### src/rtl/egress_grant.sv
// Egress-side grant arbiter for one output of the 4x4 VOQ crossbar scheduler.
// Grants one requesting ingress round-robin, waits for its accept, then holds the match until xfer_done.
module egress_grant #(
  parameter int N_PORTS        = 4,
  parameter int ACCEPT_TIMEOUT = 3,
  parameter int MAX_ITER       = 2
) (
  input  logic               clk,
  input  logic               reset_n,
  input  logic               sched_start,
  input  logic               egress_busy,
  input  logic [N_PORTS-1:0] ingress_req,
  input  logic [N_PORTS-1:0] ingress_accept,
  input  logic               xfer_done,
  output logic               grant_valid,
  output logic [1:0]         grant_idx,
  output logic [N_PORTS-1:0] grant_onehot,
  output logic               matched,
  output logic               no_match,
  output logic [1:0]         rr_ptr,
  output logic [1:0]         dbg_state
);

  typedef enum logic [1:0] {IDLE = 2'd0, WAIT_ACCEPT = 2'd1, XFER = 2'd2} state_t;

  state_t       r_state, w_state_nxt;
  logic         r_grant_valid, w_valid_nxt;
  logic [1:0]   r_grant_idx, w_idx_nxt;
  logic [3:0]   r_grant_onehot, w_onehot_nxt;
  logic         r_matched, w_matched_nxt;
  logic         r_no_match, w_no_match_nxt;
  logic [1:0]   r_rr_ptr, w_ptr_nxt;
  logic [3:0]   r_declined, w_declined_nxt;
  logic [2:0]   r_iter, w_iter_nxt;
  logic [3:0]   r_timer, w_timer_nxt;
  logic [2:0]   w_pick_idle, w_pick_retry;

  // Returns {found, index}: first requesting, non-declined ingress starting at ptr.
  function automatic logic [2:0] pick(input logic [3:0] req, input logic [3:0] mask,
                                      input logic [1:0] ptr);
    logic [2:0] res;
    logic [1:0] j;
    res = 3'b000;
    for (int d = 3; d >= 0; d--) begin
      j = ptr + 2'(d);
      if (req[j] && !mask[j]) res = {1'b1, j};
    end
    return res;
  endfunction

  assign w_pick_idle  = pick(ingress_req, 4'b0000, r_rr_ptr);
  assign w_pick_retry = pick(ingress_req, r_declined | r_grant_onehot, r_rr_ptr);

  // Handshake: grant_valid/grant_idx is the offer; ingress_accept[grant_idx] high in a
  // WAIT_ACCEPT cycle completes it at that edge, and the match then holds until xfer_done.
  always_comb begin
    w_state_nxt    = r_state;
    w_valid_nxt    = r_grant_valid;
    w_idx_nxt      = r_grant_idx;
    w_matched_nxt  = r_matched;
    w_no_match_nxt = 1'b0;
    w_ptr_nxt      = r_rr_ptr;
    w_declined_nxt = r_declined;
    w_iter_nxt     = r_iter;
    w_timer_nxt    = r_timer;
    case (r_state)
      IDLE: begin
        if (sched_start && !egress_busy) begin
          if (w_pick_idle[2]) begin
            w_state_nxt    = WAIT_ACCEPT;
            w_valid_nxt    = 1'b1;
            w_idx_nxt      = w_pick_idle[1:0];
            w_iter_nxt     = 3'd1;
            w_declined_nxt = 4'b0000;
            w_timer_nxt    = 4'(ACCEPT_TIMEOUT - 1);
          end else begin
            w_no_match_nxt = 1'b1;
          end
        end
      end
      WAIT_ACCEPT: begin
        if (ingress_accept[r_grant_idx]) begin
          w_matched_nxt = 1'b1;
          w_ptr_nxt     = r_grant_idx + 2'd1;
          w_state_nxt   = XFER;
        end else if (r_timer == 4'd0 || !ingress_req[r_grant_idx]) begin
          w_declined_nxt = r_declined | r_grant_onehot;
          if (r_iter < 3'(MAX_ITER) && w_pick_retry[2]) begin
            w_idx_nxt   = w_pick_retry[1:0];
            w_iter_nxt  = r_iter + 3'd1;
            w_timer_nxt = 4'(ACCEPT_TIMEOUT - 1);
          end else begin
            w_valid_nxt    = 1'b0;
            w_no_match_nxt = 1'b1;
            w_state_nxt    = IDLE;
          end
        end else begin
          w_timer_nxt = r_timer - 4'd1;
        end
      end
      XFER: begin
        if (xfer_done) begin
          w_valid_nxt   = 1'b0;
          w_matched_nxt = 1'b0;
          w_state_nxt   = IDLE;
        end
      end
      default: w_state_nxt = IDLE;
    endcase
    w_onehot_nxt = w_valid_nxt ? (4'b0001 << w_idx_nxt) : 4'b0000;
  end

  always_ff @(posedge clk or negedge reset_n) begin
    if (!reset_n) begin
      r_state        <= IDLE;
      r_grant_valid  <= 1'b0;
      r_grant_idx    <= 2'd0;
      r_grant_onehot <= 4'b0000;
      r_matched      <= 1'b0;
      r_no_match     <= 1'b0;
      r_rr_ptr       <= 2'd0;
      r_declined     <= 4'b0000;
      r_iter         <= 3'd0;
      r_timer        <= 4'd0;
    end else begin
      r_state        <= w_state_nxt;
      r_grant_valid  <= w_valid_nxt;
      r_grant_idx    <= w_idx_nxt;
      r_grant_onehot <= w_onehot_nxt;
      r_matched      <= w_matched_nxt;
      r_no_match     <= w_no_match_nxt;
      r_rr_ptr       <= w_ptr_nxt;
      r_declined     <= w_declined_nxt;
      r_iter         <= w_iter_nxt;
      r_timer        <= w_timer_nxt;
    end
  end

  assign grant_valid  = r_grant_valid;
  assign grant_idx    = r_grant_idx;
  assign grant_onehot = r_grant_onehot;
  assign matched      = r_matched;
  assign no_match     = r_no_match;
  assign rr_ptr       = r_rr_ptr;
  assign dbg_state    = r_state;

endmodule

### config.mk
export PLATFORM = sky130hd
export DESIGN_NAME = egress_grant
export DESIGN_NICKNAME = d
export VERILOG_FILES = /design/src/rtl/egress_grant.sv
export SDC_FILE = /design/constraint.sdc
export NUM_CORES = 1
export LEC_CHECK = 0
export ABC_AREA = 1
export CORE_MARGIN = 3
export CORE_UTILIZATION = 25
export CTS_BUF_LIST = sky130_fd_sc_hd__clkbuf_16
export DETAILED_ROUTE_END_ITERATION = 7
export DONT_BUFFER_PORTS = 1
export PLACE_DENSITY = 0.37
export SYNTH_ARGS = -nofsm -noshare
export SYNTH_HDL_FRONTEND = slang
export SYNTH_SLANG_ARGS = --single-unit
export TNS_END_PERCENT = 10
### constraint.sdc
create_clock -name clk -period 4.85 [get_ports clk]
set_clock_uncertainty 0.05 [all_clocks]
set_input_delay 0.97 -clock clk [delete_from_list [all_inputs] [get_ports clk]]
set_output_delay 0.97 -clock clk [all_outputs]
set_load 0.005 [all_outputs]
# After elaboration in Yosys (flattened, before gate mapping)
# Index checks and enable logic that the tools add are counted.
# word_totals
register_bits,24
n_memories,0
rom_bits,0
word_cells,150
input_bits,13
mem_bits_rw,0
latchBits,0
out_inout_bits,13
# classes
n_reduce_logical,31
bitwise,1
div,0
n_lt_le_gt_ge,6
mux,83
shift,1
mul,0
eq_ne,12
n_addsub,6
# op_table
cell,n
2-to-1 mux 4 bit,10
2-to-1 mux 3 bit,13
binary-select mux 1 bit (select 2 bit),14
2-to-1 mux 1 bit,27
2-to-1 mux 2 bit,11
case mux 4 bit (2 select lines),2
< comparator 2 x 3 -> 1 bit (second input constant),5
AND reduction 5 bit,3
inequality test 2 bit (second input constant),7
logical AND 1 bit,10
zero test 1 bit,10
inequality test 3 bit (second input constant),3
case mux 2 bit (3 select lines),1
case mux 3 bit (2 select lines),1
AND reduction 6 bit,1
adder 2 x 1 -> 2 bit (second input constant),2
adder 2 bit (second input constant),2
zero test 4 bit,1
bitwise OR 4 bit,1
case mux 1 bit (2 select lines),2
case mux 2 bit (2 select lines),1
nonzero test 2 bit,2
left shift 1 x 2 -> 4 bit (first input constant),1
subtractor 4 x 1 -> 4 bit (second input constant),1
9 further kinds,9

# Longest topological paths before layout
# logic_depth
ltp_word,16
ltp_mapped,17

# Worst setup path before layout
# Ideal clock, no wire load.
# synth_timing
kind,input port to flip-flop
start,input port ingress_req[1]
end,register r_timer[0]
path_buffers,0
setup_ns,0.122
path_stages,14
slack_ns,2.629
t_arrival_ns,2.050
path_cell_list,inv_1 -> nand2_1 -> nand3_2 -> nand2_2 -> nand3_4 -> nand2_2 -> nor2_2 -> nor2_2 -> nor2_2 -> nand2_1 -> nand2_2 -> nor2_2 -> nor2_1 -> a21oi_2
# synth_via
elab_chain_cells,10
word_cells_on_any_way,35
cone_classes,eq/ne (2); mux (21); reduce/logical (12)
# synth_rtl
element,line,text
"start, declared",12,"input logic [N_PORTS-1:0] ingress_req,"
binary-select mux 1 bit (select 2 bit),46,"if (req[j] && !mask[j]) res = {1'b1, j};"
2-to-1 mux 1 bit (implied by the code),46,
logical AND 1 bit,46,
2-to-1 mux 3 bit (4 in a row),46,
logical AND 1 bit,88,if (r_iter < 3'(MAX_ITER) && w_pick_retry[2]) begin
inequality test 3 bit (no source line),-,
AND reduction 5 bit (no source line),-,
"end signal, assigned",135,r_timer <= w_timer_nxt;
"end, declared",35,"logic [3:0] r_timer, w_timer_nxt;"
# Several ways; a longest one is shown, not always the timed one. The select of a mux whose other input is x is not followed.
# A chain may end at the register's enable or synchronous reset.

# Worst setup path after layout
# layout_timing
start,"register r_rr_ptr[0], in the netlist rr_ptr[0]"
end,"register r_grant_onehot[3], in the netlist grant_onehot[3]"
# layout_via
elab_chain_cells,16
word_cells_on_any_way,66
cone_classes,add/sub (3); shift (1); mux (45); reduce/logical (17)
# layout_rtl
element,line,text
"start, declared",32,"logic [1:0] r_rr_ptr, w_ptr_nxt;"
"start signal, assigned",132,r_rr_ptr <= w_ptr_nxt;
adder 2 bit,45,j = ptr + 2'(d);
binary-select mux 1 bit (select 2 bit),46,
2-to-1 mux 1 bit (implied by the code),46,
zero test 1 bit,46,
logical AND 1 bit,46,
2-to-1 mux 3 bit (4 in a row),46,
logical AND 1 bit,88,
2-to-1 mux 2 bit,88,
2-to-1 mux 2 bit,86,end else if (r_timer == 4'd0 || !ingress_req[r_grant_idx]) begin
2-to-1 mux 2 bit,82,if (ingress_accept[r_grant_idx]) begin
case mux 2 bit (2 select lines) (*),66,case (r_state)
named net w_idx_nxt[1],28,"logic [1:0] r_grant_idx, w_idx_nxt;"
left shift 1 x 2 -> 4 bit (*),110,w_onehot_nxt = w_valid_nxt ? (4'b0001 << w_idx_nxt) : 4'b0000;
2-to-1 mux 4 bit (*),110,
named net w_onehot_nxt[3],29,"logic [3:0] r_grant_onehot, w_onehot_nxt;"
"end signal, assigned",129,r_grant_onehot <= w_onehot_nxt;
"end, declared",29,
# Mark *: on every way through the listed nets, which the timed path passes. The rest lies on a longest branch. The select of a mux whose other input is x is not followed.

==> results.ini <==
[flow_run]
maxCapViolCount=0

[sta]
worstMarginPinSlew_ns=0.5356
fmax_mhz=411.6
holdWs_ns=0.3491
drv_slew=0
period_share_pct=50.10
hold_violations=0
relSlewSlack_pct=64.30
rsz0062_at_grt=false
fin_crit_ns=2.430
finalSetupViolCount=0
setup_tns_ns=0

[routing]
drc_errors=0
drt_pass1_iterations=4
wire_per_inst_um=13.67
postRouteAntennaNets=0
drt_wl_total_um=4866
vias=1584
avgViaCountPerCell=4.449
drt_iter0_drc=76

[worst_setup_path]
cp-end-kind=flop
crit_fanout=14
reg2reg_depth=16
reg2reg_from=rr_ptr[0]$_DFFE_PN0P_
arrival_ns=2.56
worstPathRequired_ns=4.98
crit_type=reg2reg
rr_endpoint=grant_onehot[3]$_DFF_PN0_
worst_setup_path_start_kind=flop
ff2ff_setup_slack_ns=2.42

[clock_network]
holdBufCountCts=0
postCtsSetupBuffers=0
htreeDepth=1
clock-root-buffer=clkbuf_16
cts_buffers=3
path_clk_slew_ns=0.07
clock_sinks=24
cts_tree=done
clockBufferDepth=2
clock_latency_ns=0.26
cts_resized=0

[floorplan]
coreArea_um2=6944
die_h_um=91.66
initial_core_util_pct=26.41
die_area_um2=8401
ios=26
rows=30
die_w_um=91.66

[finish]
nets=276
diodes=0
drive_gt1_share_pct=21.54
final_common_cell=nand2_1
syn_to_final_growth_pct=9.209
finalNonFillerCells=356
final_cell_mix=nand2_1 (70), inv_1 (29), dfrtp_1 (24)

[placement]
port_buffers=0
dp_cells=352
routabilityCongestion=0.8371
dpl.hpwl_um=4039

[synthesis]
syn_avg_cell_area_um2=7.082
yosys_warnings=0
syn_area_um2=1834
synth_seq_area_share_pct=32.74
synthCells=259
ys_types=31
ys_ff_latch=24
syn_nets=274

[grt]
grt_pass1_vias=1542
grt_max_degree=25
grt_pass1_wl_um=8169
antenna_found_initial=0
overflow=0
grt_usage_pct=12.34

[outcome]
status=finished, final reports clean

[min_path]
hp-class=in2async

[power_and_ir_drop]
power_mw=1.561
peakVddDrop_v=0.0002025
power_density_nw_per_um2=779.5
power_leakage_nw=0.9931

[area by class of cell]
class / instances / area, um2
Multi-Input combinational cell: 194 / 1056
Inverter: 38 / 147.6
Sequential cell: 24 / 600.6
Tap cell: 96 / 120.1
Clock inverter: 1 / 3.754
Clock buffer: 3 / 75.07
Fill cell: 776 / 4941
[metal layers]
layer | wire length [um] | track usage, % | vias up
met4 | 42 | 3.392 | 0
met3 | 131 | 2.051 | 2
met2 | 2234 | 18.75 | 21
met1 | 2458 | 17.94 | 729
met5 | 0 | 0 | -
li1 | - | - | 832
[metrics by stage]
| step | util (%) | area, um2 | setup WS (ns) |
|---|---|---|---|
| finish | 28.85 | 2003 | 2.420 |
| CTS | 28.85 | 2003 | 2.397 |
| floorplan | - | 1834 | 2.629 |
| global route | 28.85 | 2003 | 2.077 |
| detailed placement | 27.71 | 1924 | 2.261 |
| global placement | 27.71 | 1924 | 2.280 |
[synth_stat cells, drive strengths merged]
cell type / number / area share [%]
nand2: 90 / 22
xor2: 1 / 0.48
buf: 3 / 1.6
a31oi: 1 / 0.34
xnor2: 1 / 0.48
o21ai: 13 / 3.5
o22a: 1 / 0.48
nand4: 4 / 1.4
inv: 38 / 8.0
or2: 1 / 0.34
a21boi: 1 / 1.0
dfrtp: 24 / 33
a21oi: 9 / 3.1
a221oi: 1 / 0.48
a22oi: 1 / 0.41
ha: 2 / 1.4
nor2: 28 / 7.0
o31ai: 2 / 0.82
nor3: 4 / 1.1
nand3: 34 / 13
[logic make-up (layout without fill, tap and decap cells)]
| logic type | after synthesis | after routing | share of synthesized area (%) |
|---|---|---|---|
| AOI/OAI and AO/OA | 29 | 29 | 10.16 |
| DFF | 24 | 24 | 32.74 |
| xor gates and xnor gates | 2 | 2 | 0.9552 |
| buffers and inverters | 41 | 42 | 9.686 |
| and+or+nand+nor | 161 | 161 | 45.09 |
| adders and majority gates | 2 | 2 | 1.364 |
[how the worst max path moves through the flow]
stage	from	endpoint	slack [ns]	cells past startpoint
5_1_grt	rr_ptr[0]$_DFFE_PN0P_	grant_onehot[3]$_DFF_PN0_	2.08	16
6_report	rr_ptr[0]$_DFFE_PN0P_	grant_onehot[3]$_DFF_PN0_	2.42	16
3_3_place_gp	ingress_req[2]	r_iter[0]$_DFFE_PN0P_	2.28	12
3_5_place_dp	ingress_req[1]	r_iter[0]$_DFFE_PN0P_	2.26	12
4_1_cts	rr_ptr[0]$_DFFE_PN0P_	grant_onehot[3]$_DFF_PN0_	2.40	16
2_1_floorplan	ingress_req[1]	r_timer[0]$_DFFE_PN0P_	2.63	14
[critical path, stage by stage, from the launching register on]
cell and delay [ns]:
dfrtp_1 0.68, inv_2 0.26, nand2_1 0.11, nand2_1 0.14, nand2_1 0.10, nand2_1 0.08
nand3_1 0.09, nand2_2 0.07, nor2_2 0.15, nor2_2 0.06, nand3_1 0.09, nand2_1 0.06
nand2_1 0.08, nand2_2 0.06, nand2_2 0.07, nand2_1 0.07, nor2_1 0.12
[power breakdown]
group | switching, mW | internal (mW)
combinational | 0.684 | 0.329
clock | 0.0710 | 0.110
sequential | 0.101 | 0.267
total | 0.856 | 0.706
[registers in the layout, summed over array words and instances (netlist names)]
register      count
r_iter            3
grant_onehot      4
r_declined        4
matched           1
rr_ptr            2
no_match          1
grant_idx         2
r_timer           4
grant_valid       1
dbg_state         2
Note: power is estimated with default switching activity, not from simulation.
